## config.mk

```make
export PLATFORM = sky130hd
export DESIGN_NAME = t03_multicycle_control_unit
export DESIGN_NICKNAME = d
export VERILOG_FILES = /design/src/rtl/t03_multicycle_control_unit.sv
export SDC_FILE = /design/constraint.sdc
export NUM_CORES = 1
export LEC_CHECK = 0
export CORE_ASPECT_RATIO = 0.9
export CORE_UTILIZATION = 49
export CTS_CLUSTER_SIZE = 25
export DETAILED_ROUTE_END_ITERATION = 16
export PLACE_DENSITY = 0.84
export SYNTH_ARGS = -nofsm -noshare
export SYNTH_HDL_FRONTEND = slang
export SYNTH_SLANG_ARGS = --single-unit
```

## constraint.sdc

```tcl
create_clock -name clk -period 5.27 [get_ports clk]
set_input_delay 1.3175 -clock clk [delete_from_list [all_inputs] [get_ports clk]]
set_output_delay 1.3175 -clock clk [all_outputs]
set_load 0.02 [all_outputs]
```

## src/rtl/t03_multicycle_control_unit.sv

```systemverilog
// rtl/t03_multicycle_control_unit.sv - registered multi-cycle RV32I control unit with memory-ack wait and timeout
// Optional illegal-instruction trap output enabled by T03_ILLEGAL_TRAP_EN.
module t03_multicycle_control_unit #(
  parameter int ALU_OP_W  = 4,
  parameter int TIMEOUT_W = 8
) (
  input  logic                clk,
  input  logic                nRst,
  input  logic                instr_valid,
  input  logic [31:0]         instruction,
  output logic                instr_ready,
  input  logic                mem_ack,
  output logic [ALU_OP_W-1:0] alu_op,
  output logic [2:0]          branch_type,
  output logic                reg_write_en,
  output logic                alu_mux_en,
  output logic                mem_to_reg,
  output logic                read_mem,
  output logic                write_mem,
  output logic                store_byte,
  output logic                load_byte,
  output logic                read_next_pc,
  output logic                pc_add_write_value,
  output logic                slt,
  output logic                u,
  output logic                pc_en,
  output logic                busy,
  output logic                timeout_err
`ifdef T03_ILLEGAL_TRAP_EN
  ,
  output logic                illegal_instr
`endif
);

  localparam logic [1:0] S_IDLE = 2'd0, S_EXEC = 2'd1, S_MEM = 2'd2, S_WB = 2'd3;

  localparam logic [3:0] ALU_ADD = 4'd0, ALU_SUB = 4'd1, ALU_XOR = 4'd2, ALU_OR  = 4'd3,
                         ALU_AND = 4'd4, ALU_SLL = 4'd5, ALU_SRL = 4'd6, ALU_SRA = 4'd7,
                         ALU_IMM = 4'd8;

  typedef struct packed {
    logic [3:0] alu;
    logic [2:0] bt;
    logic rw, mux, m2r, rd, wr, sb, lb, rnp, pca, slt, u;
  } ctrl_t;

  ctrl_t                dec, ctrl_q, ctrl_d;
  logic                 legal;
  logic [1:0]           state_q, state_d;
  logic [TIMEOUT_W-1:0] cnt_q, cnt_d, cnt_inc;
  logic                 tmo_q, tmo_d;
`ifdef T03_ILLEGAL_TRAP_EN
  logic                 ill_q, ill_d;
`endif

  logic [6:0] op;
  logic [2:0] f3;
  logic       i30;
  assign op  = instruction[6:0];
  assign f3  = instruction[14:12];
  assign i30 = instruction[30];
  wire unused_bits = &{1'b0, instruction[31], instruction[29:15], instruction[11:7]};

  always_comb begin
    dec   = '0;
    legal = 1'b1;
    case (op)
      7'b0110011: begin
        dec.rw = 1'b1;
        case ({i30, f3})
          4'b0000: dec.alu = ALU_ADD;
          4'b1000: dec.alu = ALU_SUB;
          4'b0001: dec.alu = ALU_SLL;
          4'b0010: begin dec.alu = ALU_SUB; dec.slt = 1'b1; end
          4'b0011: begin dec.alu = ALU_SUB; dec.slt = 1'b1; dec.u = 1'b1; end
          4'b0100: dec.alu = ALU_XOR;
          4'b0101: dec.alu = ALU_SRL;
          4'b1101: dec.alu = ALU_SRA;
          4'b0110: dec.alu = ALU_OR;
          4'b0111: dec.alu = ALU_AND;
          default: legal = 1'b0;
        endcase
      end
      7'b0010011: begin
        dec.rw  = 1'b1;
        dec.mux = 1'b1;
        // bit 30 is immediate data except for the shift-immediates
        case (f3)
          3'b000: dec.alu = ALU_ADD;
          3'b010: begin dec.alu = ALU_SUB; dec.slt = 1'b1; end
          3'b011: begin dec.alu = ALU_SUB; dec.slt = 1'b1; dec.u = 1'b1; end
          3'b100: dec.alu = ALU_XOR;
          3'b110: dec.alu = ALU_OR;
          3'b111: dec.alu = ALU_AND;
          3'b001: if (i30) legal = 1'b0; else dec.alu = ALU_SLL;
          default: dec.alu = i30 ? ALU_SRA : ALU_SRL;
        endcase
      end
      7'b0000011: begin
        dec.rw = 1'b1; dec.mux = 1'b1; dec.m2r = 1'b1; dec.rd = 1'b1;
        dec.lb = (f3 == 3'b000);
        if (f3 != 3'b000 && f3 != 3'b010) legal = 1'b0;
      end
      7'b0100011: begin
        dec.mux = 1'b1; dec.wr = 1'b1;
        dec.sb  = (f3 == 3'b000);
        if (f3 != 3'b000 && f3 != 3'b010) legal = 1'b0;
      end
      7'b0110111: begin dec.rw = 1'b1; dec.mux = 1'b1; dec.alu = ALU_IMM; end
      7'b0010111: begin dec.rw = 1'b1; dec.mux = 1'b1; dec.rnp = 1'b1; dec.pca = 1'b1; end
      7'b1100011: begin
        dec.alu = ALU_SUB;
        case (f3)
          3'b000: dec.bt = 3'd1;
          3'b001: dec.bt = 3'd2;
          3'b100: dec.bt = 3'd3;
          3'b101: dec.bt = 3'd4;
          3'b110: begin dec.bt = 3'd5; dec.u = 1'b1; end
          3'b111: begin dec.bt = 3'd6; dec.u = 1'b1; end
          default: legal = 1'b0;
        endcase
      end
      7'b1101111: begin dec.rw = 1'b1; dec.bt = 3'd7; dec.rnp = 1'b1; end
      7'b1100111: begin
        dec.rw = 1'b1; dec.mux = 1'b1; dec.bt = 3'd7; dec.rnp = 1'b1; dec.pca = 1'b1;
        if (f3 != 3'b000) legal = 1'b0;
      end
      default: legal = 1'b0;
    endcase
    if (!legal) dec = '0;
  end

  always_comb begin
    state_d = state_q;
    ctrl_d  = ctrl_q;
    cnt_d   = cnt_q;
    cnt_inc = cnt_q + TIMEOUT_W'(1);
    tmo_d   = 1'b0;
`ifdef T03_ILLEGAL_TRAP_EN
    ill_d   = 1'b0;
`endif
    case (state_q)
      S_IDLE: if (instr_valid) begin
        state_d = S_EXEC;
        ctrl_d  = dec;
        cnt_d   = '0;
`ifdef T03_ILLEGAL_TRAP_EN
        ill_d   = !legal;
`endif
      end
      S_EXEC: begin
`ifdef T03_ILLEGAL_TRAP_EN
        if (ill_q) begin
          state_d = S_IDLE;
          ctrl_d  = '0;
        end else
`endif
        state_d = (ctrl_q.rd || ctrl_q.wr) ? S_MEM : S_WB;
      end
      S_MEM: begin
        // an ack arriving on the final counted cycle still completes the access
        if (mem_ack) begin
          state_d = S_WB;
        end else if (cnt_inc == '1) begin
          state_d = S_IDLE;
          ctrl_d  = '0;
          cnt_d   = '0;
          tmo_d   = 1'b1;
        end else begin
          cnt_d = cnt_inc;
        end
      end
      default: begin
        state_d = S_IDLE;
        ctrl_d  = '0;
      end
    endcase
  end

  always_ff @(posedge clk) begin
    if (!nRst) begin
      state_q <= S_IDLE;
      ctrl_q  <= '0;
      cnt_q   <= '0;
      tmo_q   <= 1'b0;
`ifdef T03_ILLEGAL_TRAP_EN
      ill_q   <= 1'b0;
`endif
    end else begin
      state_q <= state_d;
      ctrl_q  <= ctrl_d;
      cnt_q   <= cnt_d;
      tmo_q   <= tmo_d;
`ifdef T03_ILLEGAL_TRAP_EN
      ill_q   <= ill_d;
`endif
    end
  end

  assign instr_ready        = (state_q == S_IDLE);
  assign busy               = (state_q != S_IDLE);
  assign alu_op             = ALU_OP_W'(ctrl_q.alu);
  assign branch_type        = ctrl_q.bt;
  assign alu_mux_en         = ctrl_q.mux;
  assign mem_to_reg         = ctrl_q.m2r;
  assign store_byte         = ctrl_q.sb;
  assign load_byte          = ctrl_q.lb;
  assign read_next_pc       = ctrl_q.rnp;
  assign pc_add_write_value = ctrl_q.pca;
  assign slt                = ctrl_q.slt;
  assign u                  = ctrl_q.u;
  assign read_mem           = (state_q == S_MEM) && ctrl_q.rd;
  assign write_mem          = (state_q == S_MEM) && ctrl_q.wr;
  assign pc_en              = (state_q == S_WB);
  assign reg_write_en       = (state_q == S_WB) && ctrl_q.rw;
  assign timeout_err        = tmo_q;
`ifdef T03_ILLEGAL_TRAP_EN
  assign illegal_instr      = (state_q == S_EXEC) && ill_q;
`endif

endmodule

```

==> metrics.json, run 1 <==
{
  "die_w_um": 65,
  "dp_slack_ns": 1.75,
  "cp.required_ns": 5.48,
  "headroom_to_the_max_slew_limit_pct": 36.8,
  "synth_flop_cell": "dfxtp_1",
  "critical-path-max-stage-delay_ns": 0.58,
  "r2r_end": "alu_op[2]",
  "timing.final.max_slew_violations": 0,
  "top_register": "cnt_q",
  "sum_of_routed_wire_length_over_all_layers_um": 3760,
  "async_reset_ff_share_pct": 0,
  "cts-buffers-inserted": 3,
  "synth_edf_count": 0,
  "globalRoute.totalOverflow": 0,
  "cts-resized-gates": 0,
  "r2r-start": "cnt_q[0]",
  "gate_count_after_technology_mapping": 217,
  "clk_latency_ns": 0.28,
  "routed_wire_per_std_cell_um": 13.4,
  "grt_util_all_layers_pct": 21.2,
  "r2r_slack_ns": 2.95,
  "antenna_found_initial": 0,
  "irDropWorstVdd_v": 0.0000900,
  "floorplan.io_pins": 58,
  "ctsHtreeMaxLevel": 1,
  "pin_count_of_the_biggest_net_entering_global_routing": 21,
  "setup.worst_path.end_class": "flop",
  "tritoncts": "done",
  "run_status": "finished, final reports clean",
  "setup_violating_endpoint_count_in_the_final_report": 0,
  "dr_total_vias": 1638,
  "critPathBufInv": 1,
  "cts.reportedPaths.clkPinSlew_ns": 0.09,
  "syn-num-nets": 255,
  "totalNegativeSetupSlack_ns": 0,
  "routed_via_count_divided_by_cell_count": 5.83,
  "final_min_period_over_clock_period_pct": 61.7,
  "drt_first_pass_iters": 4,
  "synthesis.yosys.warnings": 0,
  "skew_ns": 0.00941,
  "post_cts_buffers": 0,
  "postRouteAntennaNets": 0,
  "cp-start-kind": "primary input",
  "post_synth_instance_area_um2": 1750,
  "design.die.area_um2": 3820,
  "globalplace.congestion": 0.895,
  "multi_input_area_um2": 1070,
  "drive_gt1_share_pct": 4.64,
  "hpwl_um": 2830,
  "logic_depth_of_the_worst_setup_path_including_buffers": 6,
  "floorplan.initialDensity_pct": 51.4,
  "design.core.area_um2": 3400,
  "crit_end": "load_byte",
  "maxCapViolations": 0,
  "clock_tree.buffer_depth": 2,
  "critPathMaxFanout": 9,
  "cts-root-buf": "clkbuf_8",
  "synth_cell_types": 52,
  "tightest_slew_ns": 0.943,
  "finalHoldViolCount": 0,
  "post-route-worst-setup-slack_ns": 2.02,
  "reg2regPathDepth": 6,
  "first_global_vias": 1441,
  "power.leakage_nw": 0.755,
  "drc_errors": 0,
  "synth-seq-area-share_pct": 32.0,
  "drtIter0Drc": 86,
  "signal_arrival_time_at_the_worst_endpoint_ns": 3.47,
  "finalCriticalPeriod_ns": 3.25,
  "startpoint": "instruction[2]",
  "final_common_cell": "clkdlybuf4s50_1",
  "grt_setup_unrepaired": "false",
  "layout_common_cells": "clkdlybuf4s50_1, dfxtp_1, nand2_1",
  "clock.fmax_mhz": 307,
  "syn_to_final_growth_pct": 19.9,
  "crit_chain": "clkdlybuf4s50_1, nand4bb_4, or3_4, or3_1, or4_1, a21boi_1",
  "fillCellCount": 331,
  "worst_hold_path_type": "flop to flop",
  "fp-row-count": 20,
  "crit_family": "simple AND/OR/NAND/NOR gates",
  "die_h_um": 58.7,
  "cpMaxStageDelayCell": "clkdlybuf4s50_1",
  "grt_pass1_wl_um": 6280,
  "cts.sink_count": 28,
  "synthesis.area_per_instance_um2": 8.07,
  "nets": 277,
  "postSynthRegisterBits": 28,
  "seqCellArea_um2": 561,
  "place.port_buffers": 36,
  "total_power_consumption_w": 0.000431,
  "pwr_density_cell_nw_per_um2": 205,
  "largest_register_ff_count": 8,
  "num_antenna_cells": 0,
  "critPathKind": "primary input to flop",
  "ctsHoldBuffers": 0
}
cell usage after synthesis (3+ instances only):
cell type / n / share of area [%]
dfxtp_1: 28 / 32
nand2_1: 21 / 4.5
nor2_1: 13 / 2.8
nand3_1: 12 / 3.4
nor2b_1: 12 / 4.3
o21ai_0: 12 / 3.4
a21oi_1: 8 / 2.3
clkbuf_1: 8 / 1.7
buf_4: 7 / 3.0
nand2b_1: 7 / 2.5
a21boi_0: 5 / 2.1
o2bb2ai_1: 5 / 2.5
a21o_1: 4 / 1.7
a31oi_1: 4 / 1.4
a32o_1: 4 / 2.3
and2_1: 4 / 1.4
nor3_1: 4 / 1.1
a21boi_1: 3 / 1.3
and3_1: 3 / 1.1
inv_1: 3 / 0.64
o21a_1: 3 / 1.3
or3_1: 3 / 1.1
per-layer routing:
layer	part of all wire [%]	vias up	global-route usage (%)
li1	-	823	-
met1	50	758	28.1
met2	43	50	33.8
met3	4.6	7	3.88
met4	2.0	0	9.21
met5	0	-	0
power breakdown:
part | internal, W | total, W | leakage (nW) | switching, W
sequential | 0.000216 | 0.000221 | 0.226 | 0.00000509
combinational | 0.0000403 | 0.0000955 | 0.507 | 0.0000552
clock | 0.0000513 | 0.000114 | 0.0216 | 0.0000626
worst min path at each step:
| stage | start | end | depth (start not counted) |
|---|---|---|---|
| floorplan | alu_op[3] | alu_op[3] | 2 |
| global placement | alu_op[3] | alu_op[3] | 2 |
| detailed placement | alu_mux_en | alu_mux_en | 1 |
| CTS | load_byte | load_byte | 2 |
| global route | alu_op[0] | alu_op[0] | 1 |
| finish | load_byte | load_byte | 2 |
worst min-delay path, delay by kind of cell, from the launching register on:
family / cells / cell delay [ns]
DFF: 1 / 0.32
and+or+nand+nor: 1 / 0.05
AOI/OAI and AO/OA: 1 / 0.05
through the flow:
stage,hold slack [ns],cells,utilization (%),area (um^2)
5_1_grt,0.485,281,61.7,2100
4_1_cts,0.464,281,61.7,2100
3_5_place_dp,0.450,278,60.4,2060
6_report,0.456,281,61.7,2100
3_3_place_gp,0.442,278,60.4,2060
2_1_floorplan,0.431,217,-,1750
cell families after synthesis:
| kind of cell | Yosys count | synth area share [%] |
|---|---|---|
| AND/OR/NAND/NOR | 97 | 31.3 |
| AO/OA/AOI/OAI | 63 | 25.7 |
| flip-flops | 28 | 32.0 |
| buffers and inverters | 22 | 6.86 |
| XOR/XNOR | 4 | 2.00 |
| adder cells (fa/ha/maj) | 2 | 1.43 |
| multiplexers | 1 | 0.643 |
layout make-up:
type | count | share of cell area, %
clock buffer | 3 | 1.97
inverter | 3 | 0.537
multi-input combinational | 167 | 51.0
sequential | 28 | 26.7
tap | 44 | 2.62
timing repair buffer | 36 | 17.2
No activity file was read; power rests on OpenSTA's default activity.
==> run 2, diff against run 1 <==
Settings changed: CORE_UTILIZATION 49 to 41, PLACE_DENSITY 0.84 to 0.75.
Clock period 5.27 ns to 2.8 ns, I/O delays scaled along.
==> metrics.json, run 2 (synthesis gave the netlist of run 1 again) <==
{
  "antenna_found_initial": {"value": 0, "change": "unchanged"},
  "drc_errors": {"value": 0, "change": "unchanged"},
  "dr_total_vias": {"value": 1668, "change": "+1.8%"},
  "cts-buffers-inserted": {"value": 3, "change": "unchanged"},
  "power.leakage": {"value": 0.833, "unit": "nW", "change": "+10%"},
  "routed_wire_per_std_cell": {"value": 13.4, "unit": "um", "change": "about the same"},
  "tightest_slew": {"value": 0.611, "unit": "ns", "change": "-0.332 ns"},
  "min_path_cells": {"value": 2, "change": "unchanged"},
  "cts-root-buf": "clkbuf_8",
  "postRouteAntennaNets": {"value": 0, "change": "unchanged"},
  "cts.reportedPaths.clkPinSlew": {"value": 0.09, "unit": "ns", "change": "about the same"},
  "drive_gt1_share": {"value": 10.7, "unit": "%", "change": "+6.0 points"},
  "clock.fmax_mhz": 404,
  "cp.required": {"value": 2.10, "unit": "ns", "change": "-3.38 ns"},
  "ctsHoldBuffers": {"value": 0, "change": "unchanged"},
  "min_to": "load_byte",
  "place.port_buffers": {"value": 36, "change": "unchanged"},
  "top_register": "cnt_q",
  "design.core.area": {"value": 4070, "unit": "um^2", "change": "+20%"},
  "reg2regPathDepth": {"value": 6, "change": "unchanged"},
  "num_antenna_cells": {"value": 0, "change": "unchanged"},
  "skew": {"value": 0.00273, "unit": "ns", "change": "-0.00668 ns"},
  "drtIter0Drc": {"value": 107, "change": "+24%"},
  "largest_register_ff_count": {"value": 8, "change": "unchanged"},
  "cts.sink_count": {"value": 28, "change": "unchanged"},
  "timing.hold.worst.start": "load_byte",
  "ctsHtreeMaxLevel": {"value": 1, "change": "unchanged"},
  "nets": {"value": 292, "change": "+5.4%"},
  "finalCriticalPeriod_ns": 2.48,
  "run_status": "finished, final reports clean",
  "hpwl": {"value": 3170, "unit": "um", "change": "+12%"},
  "critPathKind": "flop to output port",
  "design.die.area": {"value": 4530, "unit": "um^2", "change": "+19%"},
  "totalNegativeSetupSlack": {"value": 0, "unit": "ns", "change": "unchanged"},
  "drt_first_pass_iters": {"value": 10, "change": "+6"},
  "pwr_density_cell": {"value": 382, "unit": "nW/um^2", "change": "+86%"},
  "timing.final.max_slew_violations": {"value": 0, "change": "unchanged"},
  "r2r-start": "cnt_q[0]",
  "headroom_to_the_max_slew_limit": {"value": 59.1, "unit": "%", "change": "+22 points"},
  "floorplan.initialDensity": {"value": 43.0, "unit": "%", "change": "-8.5 points"},
  "first_global_vias": {"value": 1545, "change": "+7.2%"},
  "routed_via_count_divided_by_cell_count": {"value": 5.54, "change": "-4.9%"},
  "sum_of_routed_wire_length_over_all_layers": {"value": 4030, "unit": "um", "change": "+7.2%"},
  "setup_violating_endpoint_count_in_the_final_report": {"value": 0, "change": "unchanged"},
  "r2r_end": "alu_op[3]",
  "grt_setup_unrepaired": "false",
  "grt_pass1_wl": {"value": 6920, "unit": "um", "change": "+10%"},
  "cp-start-kind": "flop",
  "final_common_cell": "clkdlybuf4s50_1",
  "critPathMaxFanout": {"value": 8, "change": "-1"},
  "clk_latency": {"value": 0.26, "unit": "ns", "change": "-0.02 ns"},
  "layout_common_cells": "clkdlybuf4s50_1, dfxtp_1, nand2_1",
  "clock_tree.buffer_depth": {"value": 2, "change": "unchanged"},
  "maxCapViolations": {"value": 0, "change": "unchanged"},
  "post_cts_buffers": {"value": 0, "change": "unchanged"},
  "globalplace.congestion": {"value": 0.887, "change": "-0.80%"},
  "die_h": {"value": 64.0, "unit": "um", "change": "+9.0%"},
  "irDropWorstVdd": {"value": 0.000223, "unit": "V", "change": "+150%"},
  "worst_hold_path_type": "flop to flop",
  "signal_arrival_time_at_the_worst_endpoint": {"value": 1.78, "unit": "ns", "change": "-1.69 ns"},
  "fin_hold_ws": {"value": 0.452, "unit": "ns", "change": "-0.00375 ns"},
  "final_cell_area": {"value": 2230, "unit": "um^2", "change": "+6.3%"},
  "die_w": {"value": 70.9, "unit": "um", "change": "+9.0%"},
  "globalRoute.totalOverflow": {"value": 0, "change": "unchanged"},
  "cts-resized-gates": {"value": 0, "change": "unchanged"},
  "final_min_period_over_clock_period_pct": 88.5,
  "syn_to_final_growth_pct": 27.4,
  "r2r_slack": {"value": 0.66, "unit": "ns", "change": "-2.29 ns"},
  "fp-row-count": {"value": 22, "change": "+10%"},
  "pin_count_of_the_biggest_net_entering_global_routing": {"value": 16, "change": "-24%"},
  "finalHoldViolCount": {"value": 0, "change": "unchanged"},
  "setup.worst_path.end_class": "output port",
  "placed_cell_area": {"value": 2170, "unit": "um^2", "change": "+5.7%"},
  "grt_util_all_layers": {"value": 18.6, "unit": "%", "change": "-2.7 points"},
  "startpoint": "state_q[1]",
  "floorplan.io_pins": {"value": 58, "change": "unchanged"},
  "tritoncts": "done"
}
==> run 2: changes by cell type in the layout (fill, tap and decap cells not counted) <==
cell	delta
clkbuf_8	+1
buf_4	+15
==> run 2: through the flow <==
stage | total power [W] | util (%) | setup slack [ns] | std cells
6_report | 0.000853 | 54.7 | 0.322 | 301
5_1_grt | 0.000899 | 54.7 | 0.232 | 301
4_1_cts | 0.000858 | 54.7 | 0.316 | 301
3_5_place_dp | 0.000620 | 53.4 | 0.0838 | 297
3_3_place_gp | 0.000616 | 53.4 | 0.129 | 297
2_1_floorplan | 0.000542 | - | 0.559 | 217
==> run 2: metal layers <==
layer	vias up	global-route usage, %	wire (um)
li1	851	-	-
met1	753	27.4	1980
met2	60	28.6	1740
met3	4	2.05	269
met4	0	4.75	38
met5	-	0	0
==> run 2: how the worst max path moves through the flow <==
| stage | end | cells past startpoint |
|---|---|---|
| 6_report | instr_ready | 3 |
| 5_1_grt | instr_ready | 3 |
| 4_1_cts | instr_ready | 3 |
| 3_5_place_dp | load_byte | 6 |
| 3_3_place_gp | load_byte | 6 |
| 2_1_floorplan | load_byte | 6 |
==> run 2: layout make-up <==
| class | instances | area, um^2 |
|---|---|---|
| inverter | 3 | 11.3 |
| sequential | 28 | 561 |
| clock buffer | 4 | 55.1 |
| tap | 48 | 60.1 |
| timing repair buffer | 51 | 473 |
| fill | 403 | 1840 |
| multi-input combinational | 167 | 1070 |
==> run 2: worst max-delay path, cell delays in order, from the launching register on <==
cell and delay [ns]:
dfxtp_1 0.37, or2_1 0.35, inv_1 0.17, clkdlybuf4s50_1 0.62
==> run 2: power by group <==
part | switching, W | leakage [nW] | internal [W]
Clock | 0.000116 | 0.0288 | 0.000125
Combinational | 0.000106 | 0.577 | 0.0000892
Sequential | 0.00000978 | 0.226 | 0.000407
==> run 3, diff against run 2 <==
Settings changed: CELL_PAD_IN_SITES_DETAIL_PLACEMENT set to 0, CELL_PAD_IN_SITES_GLOBAL_PLACEMENT set to 1, CORE_UTILIZATION 41 to 30, PLACE_DENSITY 0.75 to 0.76.
==> metrics.json, run 3 (synthesis gave the netlist of run 1 again) <==
{
  "multi_input_area": {"value": 1070, "unit": "um^2", "change": "unchanged"},
  "crit_chain": "or2_1, inv_1, clkdlybuf4s50_1",
  "nets": {"value": 296, "change": "+1.4%"},
  "power.share.combinational": {"value": 22.9, "unit": "%", "change": "about the same"},
  "setup_violating_endpoint_count_in_the_final_report": {"value": 0, "change": "unchanged"},
  "routed_via_count_divided_by_cell_count": {"value": 5.13, "change": "-7.4%"},
  "skew": {"value": 0.00640, "unit": "ns", "change": "+0.00367 ns"},
  "routed_wire_per_std_cell": {"value": 13.3, "unit": "um", "change": "-0.32%"},
  "signal_arrival_time_at_the_worst_endpoint": {"value": 1.83, "unit": "ns", "change": "+0.05 ns"},
  "dp.cells": {"value": 323, "change": "+8.8%"},
  "cts-root-buf": "clkbuf_8",
  "floorplan.io_pins": {"value": 58, "change": "unchanged"},
  "design.die.area": {"value": 6140, "unit": "um^2", "change": "+35%"},
  "fp-row-count": {"value": 26, "change": "+18%"},
  "drc_errors": {"value": 0, "change": "unchanged"},
  "cts.reportedPaths.clkPinSlew": {"value": 0.10, "unit": "ns", "change": "about the same"},
  "globalRoute.totalOverflow": {"value": 0, "change": "unchanged"},
  "drive_gt1_share": {"value": 12.1, "unit": "%", "change": "+1.4 points"},
  "ctsHtreeMaxLevel": {"value": 1, "change": "unchanged"},
  "r2r-start": "cnt_q[0]",
  "finalCriticalPeriod": {"value": 2.53, "unit": "ns", "change": "+0.0473 ns"},
  "top_register": "cnt_q",
  "clock_tree.buffer_depth": {"value": 2, "change": "unchanged"},
  "design.core.area": {"value": 5660, "unit": "um^2", "change": "+39%"},
  "worst_hold_path_type": "flop to flop",
  "pwr-share-clk": {"value": 29.7, "unit": "%", "change": "+1.4 points"},
  "ctsHoldBuffers": {"value": 0, "change": "unchanged"},
  "drtIter0Drc": {"value": 50, "change": "-53%"},
  "die_w": {"value": 82.5, "unit": "um", "change": "+16%"},
  "first_global_vias": {"value": 1555, "change": "+0.65%"},
  "syn_to_final_growth_pct": 30.7,
  "intPower": {"value": 0.000626, "unit": "W", "change": "+0.72%"},
  "critPathMaxFanout": {"value": 8, "change": "unchanged"},
  "finalHoldViolCount": {"value": 0, "change": "unchanged"},
  "grt_setup_unrepaired": "false",
  "place.port_buffers": {"value": 36, "change": "unchanged"},
  "placed_cell_area": {"value": 2230, "unit": "um^2", "change": "+2.6%"},
  "cts-buffers-inserted": {"value": 3, "change": "unchanged"},
  "hpwl": {"value": 3380, "unit": "um", "change": "+6.9%"},
  "seq_power_share": {"value": 47.4, "unit": "%", "change": "-1.5 points"},
  "fillCellCount": {"value": 593, "change": "+47%"},
  "power.leakage": {"value": 0.853, "unit": "nW", "change": "+2.5%"},
  "largest_register_ff_count": {"value": 8, "change": "unchanged"},
  "drt_first_pass_iters": {"value": 4, "change": "-6"},
  "post_cts_buffers": {"value": 0, "change": "unchanged"},
  "dr_total_vias": {"value": 1678, "change": "+0.60%"},
  "power.switching_fraction": {"value": 28.6, "unit": "%", "change": "+1.5 points"},
  "die_h": {"value": 74.5, "unit": "um", "change": "+16%"},
  "layout_common_cells": "clkdlybuf4s50_1, dfxtp_1, nand2_1",
  "final_common_cell": "clkdlybuf4s50_1",
  "grt_pass1_wl": {"value": 7130, "unit": "um", "change": "+3.1%"},
  "startpoint": "state_q[1]",
  "crit_family": "buffers and inverters",
  "power_switching": {"value": 0.000251, "unit": "W", "change": "+8.6%"},
  "sum_of_routed_wire_length_over_all_layers": {"value": 4360, "unit": "um", "change": "+8.3%"},
  "antenna_found_initial": {"value": 0, "change": "unchanged"},
  "cp.required": {"value": 2.10, "unit": "ns", "change": "about the same"},
  "clock.fmax": {"value": 396, "unit": "MHz", "change": "-1.9%"},
  "tritoncts": "done",
  "final_cell_area": {"value": 2290, "unit": "um^2", "change": "+2.6%"},
  "fin_hold_ws": {"value": 0.460, "unit": "ns", "change": "+0.00729 ns"},
  "postRouteAntennaNets": {"value": 0, "change": "unchanged"},
  "cts.sink_count": {"value": 28, "change": "unchanged"},
  "headroom_to_the_max_slew_limit": {"value": 73.9, "unit": "%", "change": "+15 points"},
  "timing.final.max_slew_violations": {"value": 0, "change": "unchanged"},
  "critical-path-max-stage-delay": {"value": 0.64, "unit": "ns", "change": "+0.02 ns"},
  "cp-start-kind": "flop",
  "final_min_period_over_clock_period": {"value": 90.2, "unit": "%", "change": "+1.7 points"},
  "maxCapViolations": {"value": 0, "change": "unchanged"},
  "critPathKind": "flop to output port",
  "pwr_density_cell": {"value": 383, "unit": "nW/um^2", "change": "+0.28%"},
  "critPathBufInv": {"value": 2, "change": "unchanged"},
  "floorplan.initialDensity": {"value": 30.9, "unit": "%", "change": "-12 points"},
  "run_status": "finished, final reports clean",
  "seqCellArea": {"value": 561, "unit": "um^2", "change": "unchanged"},
  "grt_util_all_layers": {"value": 15.1, "unit": "%", "change": "-3.4 points"},
  "pin_count_of_the_biggest_net_entering_global_routing": {"value": 16, "change": "unchanged"},
  "cpMaxStageDelayCell": "clkdlybuf4s50_1",
  "cts-resized-gates": {"value": 0, "change": "unchanged"},
  "totalNegativeSetupSlack": {"value": 0, "unit": "ns", "change": "unchanged"},
  "clk_latency": {"value": 0.28, "unit": "ns", "change": "+0.02 ns"},
  "num_antenna_cells": {"value": 0, "change": "unchanged"},
  "tightest_slew": {"value": 0.390, "unit": "ns", "change": "-0.221 ns"},
  "irDropWorstVdd": {"value": 0.000295, "unit": "V", "change": "+32%"},
  "post_route_insts_no_fill": {"value": 327, "change": "+8.6%"},
  "timing.hold.worst.start": "store_byte",
  "setup.worst_path.end_class": "output port",
  "globalplace.congestion": {"value": 0.819, "change": "-7.7%"}
}
## run 3: worst paths after layout
check	end	slack, ns	depth (start not counted)
worst max-delay path	instr_ready	0.27	3
worst min-delay path	store_byte	0.46	2
worst max register to register	alu_op[3]	0.55	7
worst min register to register	store_byte	0.46	2
## run 3: layout make-up
type / instances / area share [%]
well taps: 70 / 3.83
clock buffers: 4 / 2.41
flip-flops and latches: 28 / 24.5
inverters: 3 / 0.492
multi-input cells: 167 / 46.8
repair buffers: 55 / 22.0
## run 3: layer usage
metal  up-vias  wire, um  global-route usage, %
li1        857         -                      -
met1       771      2160                   20.1
met2        46      1960                   25.1
met3         4       192                   3.07
met4         0        42                   3.64
met5         -         0                      0
## run 3: tightest hold or removal path: stages (launching register included)
cell	delay, ns
dfxtp_1	0.32
nand2_1	0.05
a21boi_1	0.05
## run 3: power groups by stage
stage	combinational (W)	sequential (W)	clock [W]
4_1_cts	0.000202	0.000416	0.000273
3_3_place_gp	0.000201	0.000425	0
2_1_floorplan	0.000117	0.000425	0
3_5_place_dp	0.000200	0.000425	0
6_report	0.000201	0.000416	0.000260
5_1_grt	0.000220	0.000418	0.000283
## run 3: metrics by stage
stage                     utilization [%]  setup WS (ns)  power (W)
final                                40.4          0.275   0.000877
after global routing                 40.4          0.198   0.000921
after CTS                            40.4          0.274   0.000890
after detailed placement             39.4         0.0766   0.000625
after global placement               39.4         0.0897   0.000626
after floorplan                         -          0.559   0.000542
